**src/rtl/dvp_ddr3_csr.sv**
```systemverilog
// Per-channel capture CSRs (Avalon-MM) with ping-pong bases and a frame-marker driven capture FSM.
// Writes land next cycle, reads return one cycle later with no waitrequest; irq is a registered level.
module dvp_ddr3_csr #(
    parameter int NUM_CH = 2,
    parameter int DATA_W = 32,
    localparam int CH_BITS = (NUM_CH > 1) ? $clog2(NUM_CH) : 1,
    localparam int ADDR_W  = CH_BITS + 3
) (
    input  logic                  clk,
    input  logic                  rst,
    input  logic [ADDR_W-1:0]     avs_address,
    input  logic                  avs_write,
    input  logic                  avs_read,
    input  logic [DATA_W-1:0]     avs_writedata,
    input  logic [DATA_W/8-1:0]   avs_byteenable,
    output logic [DATA_W-1:0]     avs_readdata,
    output logic                  avs_readdatavalid,
    input  logic [NUM_CH-1:0]     frame_start,
    input  logic [NUM_CH-1:0]     frame_end,
    output logic [NUM_CH-1:0]     cap_en,
    output logic [NUM_CH*32-1:0]  cap_base,
    output logic [NUM_CH*32-1:0]  cap_size,
    output logic                  irq
);

    typedef enum logic [1:0] {
        ST_IDLE  = 2'd0,
        ST_ARMED = 2'd1,
        ST_BUSY  = 2'd2
    } state_t;

    typedef struct packed {
        logic [31:0] buf0;
        logic [31:0] buf1;
        logic [31:0] img_size;
        logic [2:0]  ctrl;
        state_t      state;
        logic        act;
        logic [1:0]  stat;
        logic [1:0]  mask;
        logic [31:0] cnt;
        logic [31:0] base;
        logic [31:0] size;
    } ch_t;

    ch_t ch_q [NUM_CH];
    ch_t ch_d [NUM_CH];

    logic [CH_BITS-1:0] acc_ch;
    logic [2:0]         acc_off;
    logic               hit      [NUM_CH];
    logic               ctrl_wr  [NUM_CH];
    logic [2:0]         ctrl_new [NUM_CH];
    logic [1:0]         w1c      [NUM_CH];
    logic               done     [NUM_CH];
    logic               drop     [NUM_CH];
    logic               relatch  [NUM_CH];
    logic               hw_clr   [NUM_CH];
    logic [31:0]        rd_mux;
    logic               irq_d;

    assign acc_ch  = avs_address[ADDR_W-1:3];
    assign acc_off = avs_address[2:0];

    function automatic logic [31:0] merge(input logic [31:0] old, input logic [31:0] wd,
                                          input logic [3:0] be);
        logic [31:0] res;
        for (int b = 0; b < 4; b++) res[8*b +: 8] = be[b] ? wd[8*b +: 8] : old[8*b +: 8];
        return res;
    endfunction

    always_comb begin
        for (int c = 0; c < NUM_CH; c++) begin
            ch_d[c]     = ch_q[c];
            hit[c]      = avs_write && (acc_ch == CH_BITS'(c));
            ctrl_wr[c]  = hit[c] && (acc_off == 3'd3);
            ctrl_new[c] = avs_byteenable[0] ? avs_writedata[2:0] : ch_q[c].ctrl;
            w1c[c]      = (hit[c] && acc_off == 3'd5 && avs_byteenable[0]) ? avs_writedata[1:0] : 2'b00;
            done[c]     = 1'b0;
            drop[c]     = 1'b0;
            relatch[c]  = 1'b0;
            hw_clr[c]   = 1'b0;

            if (hit[c]) begin
                case (acc_off)
                    3'd0: ch_d[c].buf0     = merge(ch_q[c].buf0, avs_writedata, avs_byteenable);
                    3'd1: ch_d[c].buf1     = merge(ch_q[c].buf1, avs_writedata, avs_byteenable);
                    3'd2: ch_d[c].img_size = merge(ch_q[c].img_size, avs_writedata, avs_byteenable);
                    3'd6: if (avs_byteenable[0]) ch_d[c].mask = avs_writedata[1:0];
                    default: ;
                endcase
            end

            case (ch_q[c].state)
                ST_ARMED: if (frame_start[c]) begin
                    ch_d[c].state = ST_BUSY;
                    relatch[c]    = 1'b1;
                end
                ST_BUSY: if (frame_end[c]) begin
                    done[c] = 1'b1;
                    if (ch_q[c].ctrl[2]) ch_d[c].act = ~ch_q[c].act;
                    // A start coinciding with the end rolls straight into the next frame when continuous.
                    if (ch_q[c].ctrl[1]) begin
                        ch_d[c].state = frame_start[c] ? ST_BUSY : ST_ARMED;
                        relatch[c]    = frame_start[c];
                    end else begin
                        ch_d[c].state = ST_IDLE;
                        hw_clr[c]     = 1'b1;
                        drop[c]       = frame_start[c];
                    end
                end else if (frame_start[c]) begin
                    drop[c] = 1'b1;
                end
                default: ;
            endcase

            if (ctrl_wr[c]) begin
                ch_d[c].ctrl = ctrl_new[c];
                if (!ctrl_new[c][0]) begin
                    ch_d[c].state = ST_IDLE;
                    ch_d[c].act   = ch_q[c].act;
                    done[c]       = 1'b0;
                    drop[c]       = 1'b0;
                    relatch[c]    = 1'b0;
                end else if (ch_d[c].state == ST_IDLE) begin
                    ch_d[c].state = ST_ARMED;
                end
                if (!ctrl_new[c][2]) ch_d[c].act = 1'b0;
            end else if (hw_clr[c]) begin
                ch_d[c].ctrl[0] = 1'b0;
            end

            ch_d[c].stat = (ch_q[c].stat & ~w1c[c]) | {drop[c], done[c]};
            if (done[c]) ch_d[c].cnt = ch_q[c].cnt + 32'd1;
            if (relatch[c]) begin
                ch_d[c].base = ch_d[c].act ? ch_q[c].buf1 : ch_q[c].buf0;
                ch_d[c].size = ch_q[c].img_size;
            end
        end
    end

    always_comb begin
        cap_en   = '0;
        cap_base = '0;
        cap_size = '0;
        irq_d    = 1'b0;
        rd_mux   = '0;
        for (int c = 0; c < NUM_CH; c++) begin
            cap_en[c]            = (ch_q[c].state == ST_BUSY);
            cap_base[32*c +: 32] = ch_q[c].base;
            cap_size[32*c +: 32] = ch_q[c].size;
            irq_d                = irq_d | (|(ch_q[c].stat & ch_q[c].mask));
            if (acc_ch == CH_BITS'(c)) begin
                case (acc_off)
                    3'd0:    rd_mux = ch_q[c].buf0;
                    3'd1:    rd_mux = ch_q[c].buf1;
                    3'd2:    rd_mux = ch_q[c].img_size;
                    3'd3:    rd_mux = {29'd0, ch_q[c].ctrl};
                    3'd4:    rd_mux = {29'd0, ch_q[c].act, ch_q[c].state};
                    3'd5:    rd_mux = {30'd0, ch_q[c].stat};
                    3'd6:    rd_mux = {30'd0, ch_q[c].mask};
                    default: rd_mux = ch_q[c].cnt;
                endcase
            end
        end
    end

    always_ff @(posedge clk) begin
        if (rst) begin
            for (int c = 0; c < NUM_CH; c++) ch_q[c] <= '0;
            avs_readdata      <= '0;
            avs_readdatavalid <= 1'b0;
            irq               <= 1'b0;
        end else begin
            for (int c = 0; c < NUM_CH; c++) ch_q[c] <= ch_d[c];
            avs_readdata      <= avs_read ? rd_mux : '0;
            avs_readdatavalid <= avs_read;
            irq               <= irq_d;
        end
    end

endmodule

```
**config.mk**
```make
export PLATFORM = sky130hd
export DESIGN_NAME = dvp_ddr3_csr
export DESIGN_NICKNAME = d
export VERILOG_FILES = /design/src/rtl/dvp_ddr3_csr.sv
export SDC_FILE = /design/constraint.sdc
export NUM_CORES = 1
export LEC_CHECK = 0
export CAP_MARGIN = 20
export CORE_ASPECT_RATIO = 0.8
export CORE_MARGIN = 2
export CORE_UTILIZATION = 46
export CTS_CLUSTER_SIZE = 30
export DETAILED_ROUTE_END_ITERATION = 7
export PLACE_DENSITY_LB_ADDON = 0.12
export SYNTH_ARGS = -nofsm -noshare
export SYNTH_HDL_FRONTEND = slang
export SYNTH_SLANG_ARGS = --single-unit
```
**constraint.sdc**
```tcl
create_clock -name clk -period 2.1 [get_ports clk]
set_input_delay 0.21 -clock clk [delete_from_list [all_inputs] [get_ports clk]]
set_output_delay 0.21 -clock clk [all_outputs]
set_load 0.02 [all_outputs]
```
After elaboration in Yosys (flattened, before gate mapping) --
Memory sizes are Yosys's and may differ from the RTL's. Cells that the tools add are included.
Word-level totals: bits in registers 34, latch bits 0, RAM bits 404, memory bits (read-only) 0, bits of input ports 48, output and inout port bits 164, memories kept 1
Operators by class: add/subtract/negate cells 2, multipliers 0, divide/modulo/power cells 0, order comparisons 0, equal/unequal tests 10, shifts and indexed selects 0, muxes and demuxes 122, bitwise logic cells 15, reductions and logical operators 14
Memories:
- ch_q | words 2, bits a word 202, read ports 2, clocked after memory_dff 0, wr ports 2, line 46 | ch_t ch_q [NUM_CH];
Operator list (count):
- 32-bit one-hot mux with 7 select lines | 2
- 202-bit two-way mux | 2
- 32-bit two-way mux | 11
- 8-bit two-way mux | 24
- 96-bit two-way mux | 2
- 64-bit two-way mux | 2
- 32-bit by 1-bit adder with 32-bit output (second input constant) | 2
- 1-bit two-way mux | 49
- 2-bit two-way mux | 20
- 3-bit two-way mux | 6
- 3-bit equality test (second input constant) | 3
- 2-bit AND | 4
- 1-bit logical AND | 8
- 2-bit one-hot mux with 2 select lines | 2
- 3-bit by 2-bit equality test with 1-bit output (second input constant) | 2
- 2-bit OR reduction | 3
- 2-bit by 1-bit equality test with 1-bit output (second input constant) | 2
- 2-bit equality test (second input constant) | 2
- 2-bit logical NOT | 2
- 1-bit NOT | 4
- 2-bit NOT | 2
- 2-bit OR | 2
- 1-bit one-hot mux with 2 select lines | 2
- 3-bit by 1-bit equality test with 1-bit output (second input constant) | 1
- other kinds (2) | 4

Longest topological paths before layout --
Gate-level depths: netlist of run 1.
depth in word-level cells 11, depth in mapped cells 10, depth with buffers taken out 7

Least setup slack after synthesis of run 1 --
No wires, ideal clock.
path type register to register, start memory ch_q[0][101] (netlist name), end memory ch_q[0][14] (netlist name), library setup time 0.070 ns, arrival time 2.182 ns, data required time 2.030 ns, path slack -0.153 ns, stages on the path, launching flop included 10, path buffers 2, period minus slack after synthesis 2.253 ns, path through dfxtp_1 -> inv_1 -> ha_1 -> a31oi_1 -> or3b_2 -> nor2_1 -> buf_2 -> clkbuf_1 -> nand2_1 -> a21oi_1
RTL lines (line):
- start: declaration | 46

==> qor.txt, run 1 <==
Crit-path slowest cell: or3_4
DRC Markers: 0
worst vdd ir: 502 uV
core area: 43100 sq um
H-tree Lvls: 2
RSZ-0062 raised after global routing: yes
HPWL Detailed: 46800 um
fill cell count: 3816
vias in the first global route: 17600
crit path max fanout: 4
Slew Viols, Final: 0
HP Class: in -> reg
crit-path cells: inv_1 > ha_2 > nand2_1 > a311o_1 > or3_4 > or4_1 > a21oi_1
syn avg cell area: 8.10 sq um
Startpoint Class: flip-flop
DRT Pass-1 Iters: 8
Setup Crit Path Kind: reg -> reg
worst path bufs/invs: 1
hold_buf cts: 0
Initial Util: 46.7%
Post-synth top flop: dfxtp_1
CP Data Arrival Time: 2.60 ns
GRT Total Usage: 28.6%
PwrDens: 698 nW/um^2
Clock Tree Root: clkbuf_16
Syn Inst Count: 2485
Seq/Total Area, Yosys: 43.6%
standard-cell row count: 68
Vias: 18900
number of antenna violations at the first check in global routing: 0
Synth Net Count: 2539
placed insts: 3149
total congestion overflow: 0
fin crit period: 2.09 ns
async set-reset flop share out of synthesis: 0%
die area: 45400 sq um
antenna diode count: 0
io pins: 212
total power: 17.7 mW
clock latency on the worst-skew pair: 0.58 ns
Die Height: 191 um
status: complete, no violations
flop-to-flop setup slack: 0.007 ns
iteration-0 DRC count of the detailed router: 2114
Port Buf Inserts: 211
fin crit share: 99.7%
worst setup margin: 0.00681 ns
Fin Clk Skew: 0.0217 ns
Tightest Pin Transition: 1.13 ns
share of layout cells above drive strength 1: 14.9%
Die Span X: 238 um
vias per cell: 5.82
final instance count without filler cells: 3250
first-pass GRT wire length: 102000 um
fin nets: 2709
worst relative slew slack: 24.9%
overall routed net length: 69400 um
routed len/inst: 21.4 um
final hold vios: 0
CTS tree: built
MaxCap Viol Count: 0
CP endpoint kind: flip-flop
final setup violation count: 0
Reg clk slew, reported paths: 0.06 ns
largest net degree at the start of global routing: 209
Multi-input gate area: 9860 sq um
dpl ws: -0.644 ns
CTS Buffer Depth: 3
CTS Buf Count: 47
RePlAce Congestion: 0.892
EDFF count, synth: 0
Syn Std Cell Area: 20100 sq um
ANT nets after route: 0
Area growth, synth to finish: 26.0%
Fmax: 0.478 GHz
YS warnings: 0
Crit path max-delay family: simple AND/OR/NAND/NOR gates
register area: 8770 sq um
Leak: 8.49 nW
Critical Path RT: 2.61 ns
Yosys cell types: 65
CTS Sinks: 438
register bit count reported by yosys: 438
Max stage delay on crit path: 0.44 ns
## repair_timing
item | in CTS | in global routing
cloned | 2 | 8
setup endpoints to repair | 37 | 99
pin swaps | 2 | 5
gates resized for setup | 12 | 50
buffers inserted | 2 | 6
## layout make-up
cell class	instances	area share (%)
tap	560	2.76
inverter	16	0.237
timing repair buffer	435	17.5
clock inverter	15	0.479
sequential	438	34.6
clock buffer	69	5.48
multi-input combinational	1717	38.9
## worst reg2reg max path, cell delays in order, from the launching register on
cell,delay (ns)
dfxtp_1,0.31
inv_1,0.06
ha_2,0.19
nand2_1,0.10
a311o_1,0.39
or3_4,0.44
or4_1,0.41
a21oi_1,0.14
## synth_stat cells, types with 4 or more instances
cell / count / area [sq um]
dfxtp_1: 438 / 8770
nand2_1: 394 / 1480
a21oi_1: 326 / 1630
nor2_1: 219 / 822
o21ai_0: 218 / 1090
clkbuf_1: 157 / 589
buf_4: 133 / 998
mux2i_1: 108 / 1080
a211oi_1: 94 / 706
nor3_1: 39 / 195
mux2_2: 32 / 360
a22oi_1: 30 / 225
nand3_1: 28 / 140
xnor2_1: 23 / 201
o211a_1: 21 / 210
nand4_1: 20 / 125
xor2_1: 18 / 158
or3_1: 17 / 106
inv_1: 16 / 60.1
nor4_1: 15 / 93.8
and3_1: 11 / 68.8
buf_2: 11 / 55.1
buf_1: 10 / 37.5
nor2b_1: 8 / 50.1
a31oi_1: 6 / 37.5
and2_1: 6 / 37.5
and4_1: 6 / 52.6
ha_1: 6 / 75.1
nand2b_1: 6 / 37.5
o31ai_1: 5 / 37.5
a311oi_1: 4 / 35.0
nand3b_1: 4 / 30.0
o211ai_1: 4 / 30.0
o221a_2: 4 / 45.0
## placed cells by master, fill, tap and decap left out, drive strengths merged, types with 28 or more instances in the layout
| cell type | instances |
|---|---|
| a211oi | 96 |
| a21oi | 326 |
| a22oi | 30 |
| buf | 221 |
| clkbuf | 77 |
| clkdlybuf4s50 | 203 |
| dfxtp | 438 |
| mux2 | 32 |
| mux2i | 109 |
| nand2 | 394 |
| nand3 | 28 |
| nor2 | 219 |
| nor3 | 39 |
| o21ai | 218 |
## where the power goes
group          leakage (nW)  total [mW]  internal (mW)  switching [mW]
Clock                 0.751        8.21           4.71            3.51
Combinational          4.20        1.11          0.392           0.715
Sequential             3.53        8.38           8.36          0.0283
## state kept, by name, summed over array words and instances, names as in the netlist
register           cells
avs_readdata          32
avs_readdatavalid      1
ch_q                 404
irq                    1
## stage by stage
step / hold slack, ns / TNS [ns] / cell area, sq um / util, %
after floorplan: 0.346 / 0 / 20100 / -
after global placement: 0.443 / -56.40 / 23200 / 53.8
after CTS: 0.169 / 0 / 24800 / 57.6
after global routing: 0.188 / -0.0948 / 25300 / 58.8
after detailed placement: 0.448 / -66.99 / 23200 / 53.8
final: 0.154 / 0 / 25300 / 58.8
## routing by layer
metal  part of all wire (%)  global-route usage, %
met2                     46                   46.1
met3                    7.3                   4.01
met4                    3.4                   11.3
met5                      0                      0
met1                     44                   38.9
## logic make-up after synthesis
family                   after synthesis  share of synthesized area (%)
AND/OR/NAND/NOR                      788                           16.7
flip-flops                           438                           43.6
XOR/XNOR                              41                           1.78
buffers and inverters                330                           8.82
adder cells (fa/ha/maj)                6                          0.373
AO/OA/AOI/OAI                        740                           21.4
multiplexers                         142                           7.34
## path summary, 6_finish.rpt
| path | startpoint | endpoint | cells after the start |
|---|---|---|---|
| hold reg to reg | ch_q[0][18]$_SDFFE_PP0P_ | ch_q[0][18]$_SDFFE_PP0P_ | 2 |
| setup reg to reg | ch_q[0][101]$_SDFF_PP0_ | ch_q[0][93]$_SDFFE_PP0P_ | 7 |
| hold / removal | rst | ch_q[0][371]$_SDFFE_PP0P_ | 3 |
| setup / recovery | ch_q[0][101]$_SDFF_PP0_ | ch_q[0][93]$_SDFFE_PP0P_ | 7 |
No activity file was read; power rests on OpenSTA's default activity.
==> run 2: changes to the inputs <==
CAP_MARGIN = default   (was 20)
==> results of run 2 <==
The final DEF is identical to that of run 1; final timing and power are the same.
==> run 3: changes to the inputs <==
CTS_CLUSTER_DIAMETER = 40   (was default)
==> qor.txt, run 3 (synthesis results as in run 1) <==
first-pass GRT wire length: 103000 um (was 102000 um)
Final Core Density: 60.1% (was 58.8%)
CTS Buffer Depth: 3 (unchanged)
routed len/inst: 21.4 um (about the same)
number of antenna violations at the first check in global routing: 0 (unchanged)
DRC Markers: 0 (unchanged)
H-tree Lvls: 2 (unchanged)
Critical Path RT: 2.66 ns (was 2.61 ns)
Port Buf Inserts: 211 (unchanged)
Die Height: 191 um (unchanged)
MaxCap Viol Count: 0 (unchanged)
Area growth, synth to finish: 28.9% (was 26.0%)
PwrDens: 753 nW/um^2 (was 698 nW/um^2)
placed insts: 3149 (unchanged)
CTS Sinks: 438 (unchanged)
GRT Total Usage: 29.0% (was 28.6%)
final hold vios: 0 (unchanged)
Placed Area: 23200 sq um (unchanged)
largest reg by FF count: ch_q (unchanged)
overall routed net length: 70400 um (was 69400 um)
Reg power frac: 42.9% (was 47.4%)
Sw Share: 26.5% (was 24.0%)
Multi-input gate area: 9890 sq um (was 9860 sq um)
antenna diode count: 0 (unchanged)
fill cell count: 3747 (was 3816)
Slew Viols, Final: 0 (unchanged)
CP endpoint kind: flip-flop (unchanged)
Initial Util: 46.7% (unchanged)
Vias: 19100 (was 18900)
fin crit share: 101% (was 99.7%)
CTS Buf Count: 58 (was 47)
Clock power frac: 51.4% (was 46.4%)
Reg clk slew, reported paths: 0.07 ns (was 0.06 ns)
Setup Crit Path Kind: reg -> reg (unchanged)
register area: 8770 sq um (about the same)
post-route cell area: 25900 sq um (was 25300 sq um)
worst relative slew slack: 29.6% (was 24.9%)
most common cell after layout, fill and taps aside: dfxtp_1 (unchanged)
vias in the first global route: 17900 (was 17600)
Tightest Pin Transition: 1.06 ns (was 1.13 ns)
RSZ-0062 raised after global routing: yes (unchanged)
RePlAce Congestion: 0.892 (unchanged)
ANT nets after route: 0 (unchanged)
DRT Pass-1 Iters: 6 (was 8)
Die Span X: 238 um (unchanged)
Largest regs: ch_q: 404 flops, avs_readdata: 32 flops (unchanged)
total congestion overflow: 0 (unchanged)
worst vdd ir: 579 uV (was 502 uV)
CTS tree: built (unchanged)
commonest cells after routing, fill and taps aside: 435 x dfxtp_1, 392 x nand2_1, 323 x a21oi_1 (was 434 x dfxtp_1, 393 x nand2_1, 326 x a21oi_1)
fin nets: 2730 (was 2709)
Fmax: 0.474 GHz (was 0.478 GHz)
standard-cell row count: 68 (unchanged)
die area: 45400 sq um (unchanged)
Int Power: 14.4 mW (was 13.5 mW)
largest net degree at the start of global routing: 209 (unchanged)
iteration-0 DRC count of the detailed router: 1991 (was 2114)
fin crit period: 2.11 ns (was 2.09 ns)
Fin Clk Skew: 0.0180 ns (was 0.0217 ns)
hold_buf cts: 0 (unchanged)
status: finished, violations left (was complete, no violations)
Leak: 8.75 nW (was 8.49 nW)
failing checks: negative setup slack
HPWL Detailed: 46800 um (unchanged)
io pins: 212 (unchanged)
max FFs per register: 404 (unchanged)
Startpoint Class: flip-flop (unchanged)
final instance count without filler cells: 3286 (was 3250)
core area: 43100 sq um (unchanged)
crit path max fanout: 4 (unchanged)
Net Sw Power: 5.17 mW (was 4.25 mW)
combinational share of power: 5.7% (was 6.3%)
share of layout cells above drive strength 1: 16.5% (was 14.9%)
HP Class: in -> reg (unchanged)
Clock Tree Root: clkbuf_16 (unchanged)
worst setup margin: -0.0107 ns (was 0.00681 ns)
post-route setup TNS: -0.0107 ns (was 0 ns)
CP Data Arrival Time: 2.67 ns (was 2.60 ns)
clock latency on the worst-skew pair: 0.62 ns (was 0.58 ns)
total power: 19.5 mW (was 17.7 mW)
vias per cell: 5.82 (about the same)
final setup violation count: 1 (was 0)
[run 3: cell types whose count changed in the layout (fill, tap and decap cells not counted), moves of 7 or more]
cell       change
inv_6         +12
clkbuf_16     +11
clkbuf_1       -9
clkbuf_8       -9
inv_8          +9
buf_6          +7
clkinv_4       +7
[run 3: worst paths after layout]
kind                            depth (start not counted)                         to  slack, ns                startpoint
worst max-delay path                                    7   ch_q[0][93]$_SDFFE_PP0P_      -0.01   ch_q[0][101]$_SDFF_PP0_
worst min-delay path                                    4  ch_q[0][105]$_SDFFE_PP0N_       0.06         avs_byteenable[0]
worst max register to register                          7   ch_q[0][93]$_SDFFE_PP0P_      -0.01   ch_q[0][101]$_SDFF_PP0_
worst min register to register                          2   ch_q[0][18]$_SDFFE_PP0P_       0.45  ch_q[0][18]$_SDFFE_PP0P_
[run 3: repair_timing]
action | in CTS | in global routing
endpoints found under the setup margin | 40 | 120
setup buffers | 3 | 11
cloned | 3 | 11
pin swaps | 1 | 11
resized for setup | 11 | 59
[run 3: per-layer routing]
metal | up-vias | part of all wire, % | track usage [%]
met5 | - | 0 | 0
met4 | 0 | 3.7 | 12.6
met3 | 132 | 7.4 | 4.30
met2 | 858 | 45 | 46.3
met1 | 9151 | 43 | 39.1
li1 | 8976 | - | -
[run 3: layout make-up]
class                      count  share of cell area, %
clock buffer                  61                   5.72
clock inverter                49                   1.90
inverter                      16                  0.232
multi-input combinational   1717                   38.1
sequential                   438                   33.8
tap                          560                   2.70
timing repair buffer         445                   17.5
[run 3: per-stage QoR]
step,setup WS [ns],hold WS [ns]
after floorplan,0.00241,0.346
after global routing,-0.0595,0.0786
after detailed placement,-0.644,0.448
after global placement,-0.595,0.443
after CTS,0.00841,0.111
final,-0.0107,0.0591
[run 3: worst max-delay path: stages, from the launching register on]
cell     delay [ns]
dfxtp_1        0.31
inv_1          0.06
ha_2           0.21
nand2_2        0.09
a311o_1        0.43
or3_4          0.42
or4_4          0.43
a21oi_2        0.12
[run 3: power groups by stage]
stage               combinational [mW]  clock, mW  sequential [mW]
global placement                  1.07          0             8.57
global route                      1.16       10.5             8.38
detailed placement                1.08          0             8.57
CTS                               1.08       10.1             8.38
floorplan                        0.485          0             8.58
finish                            1.11       10.0             8.38
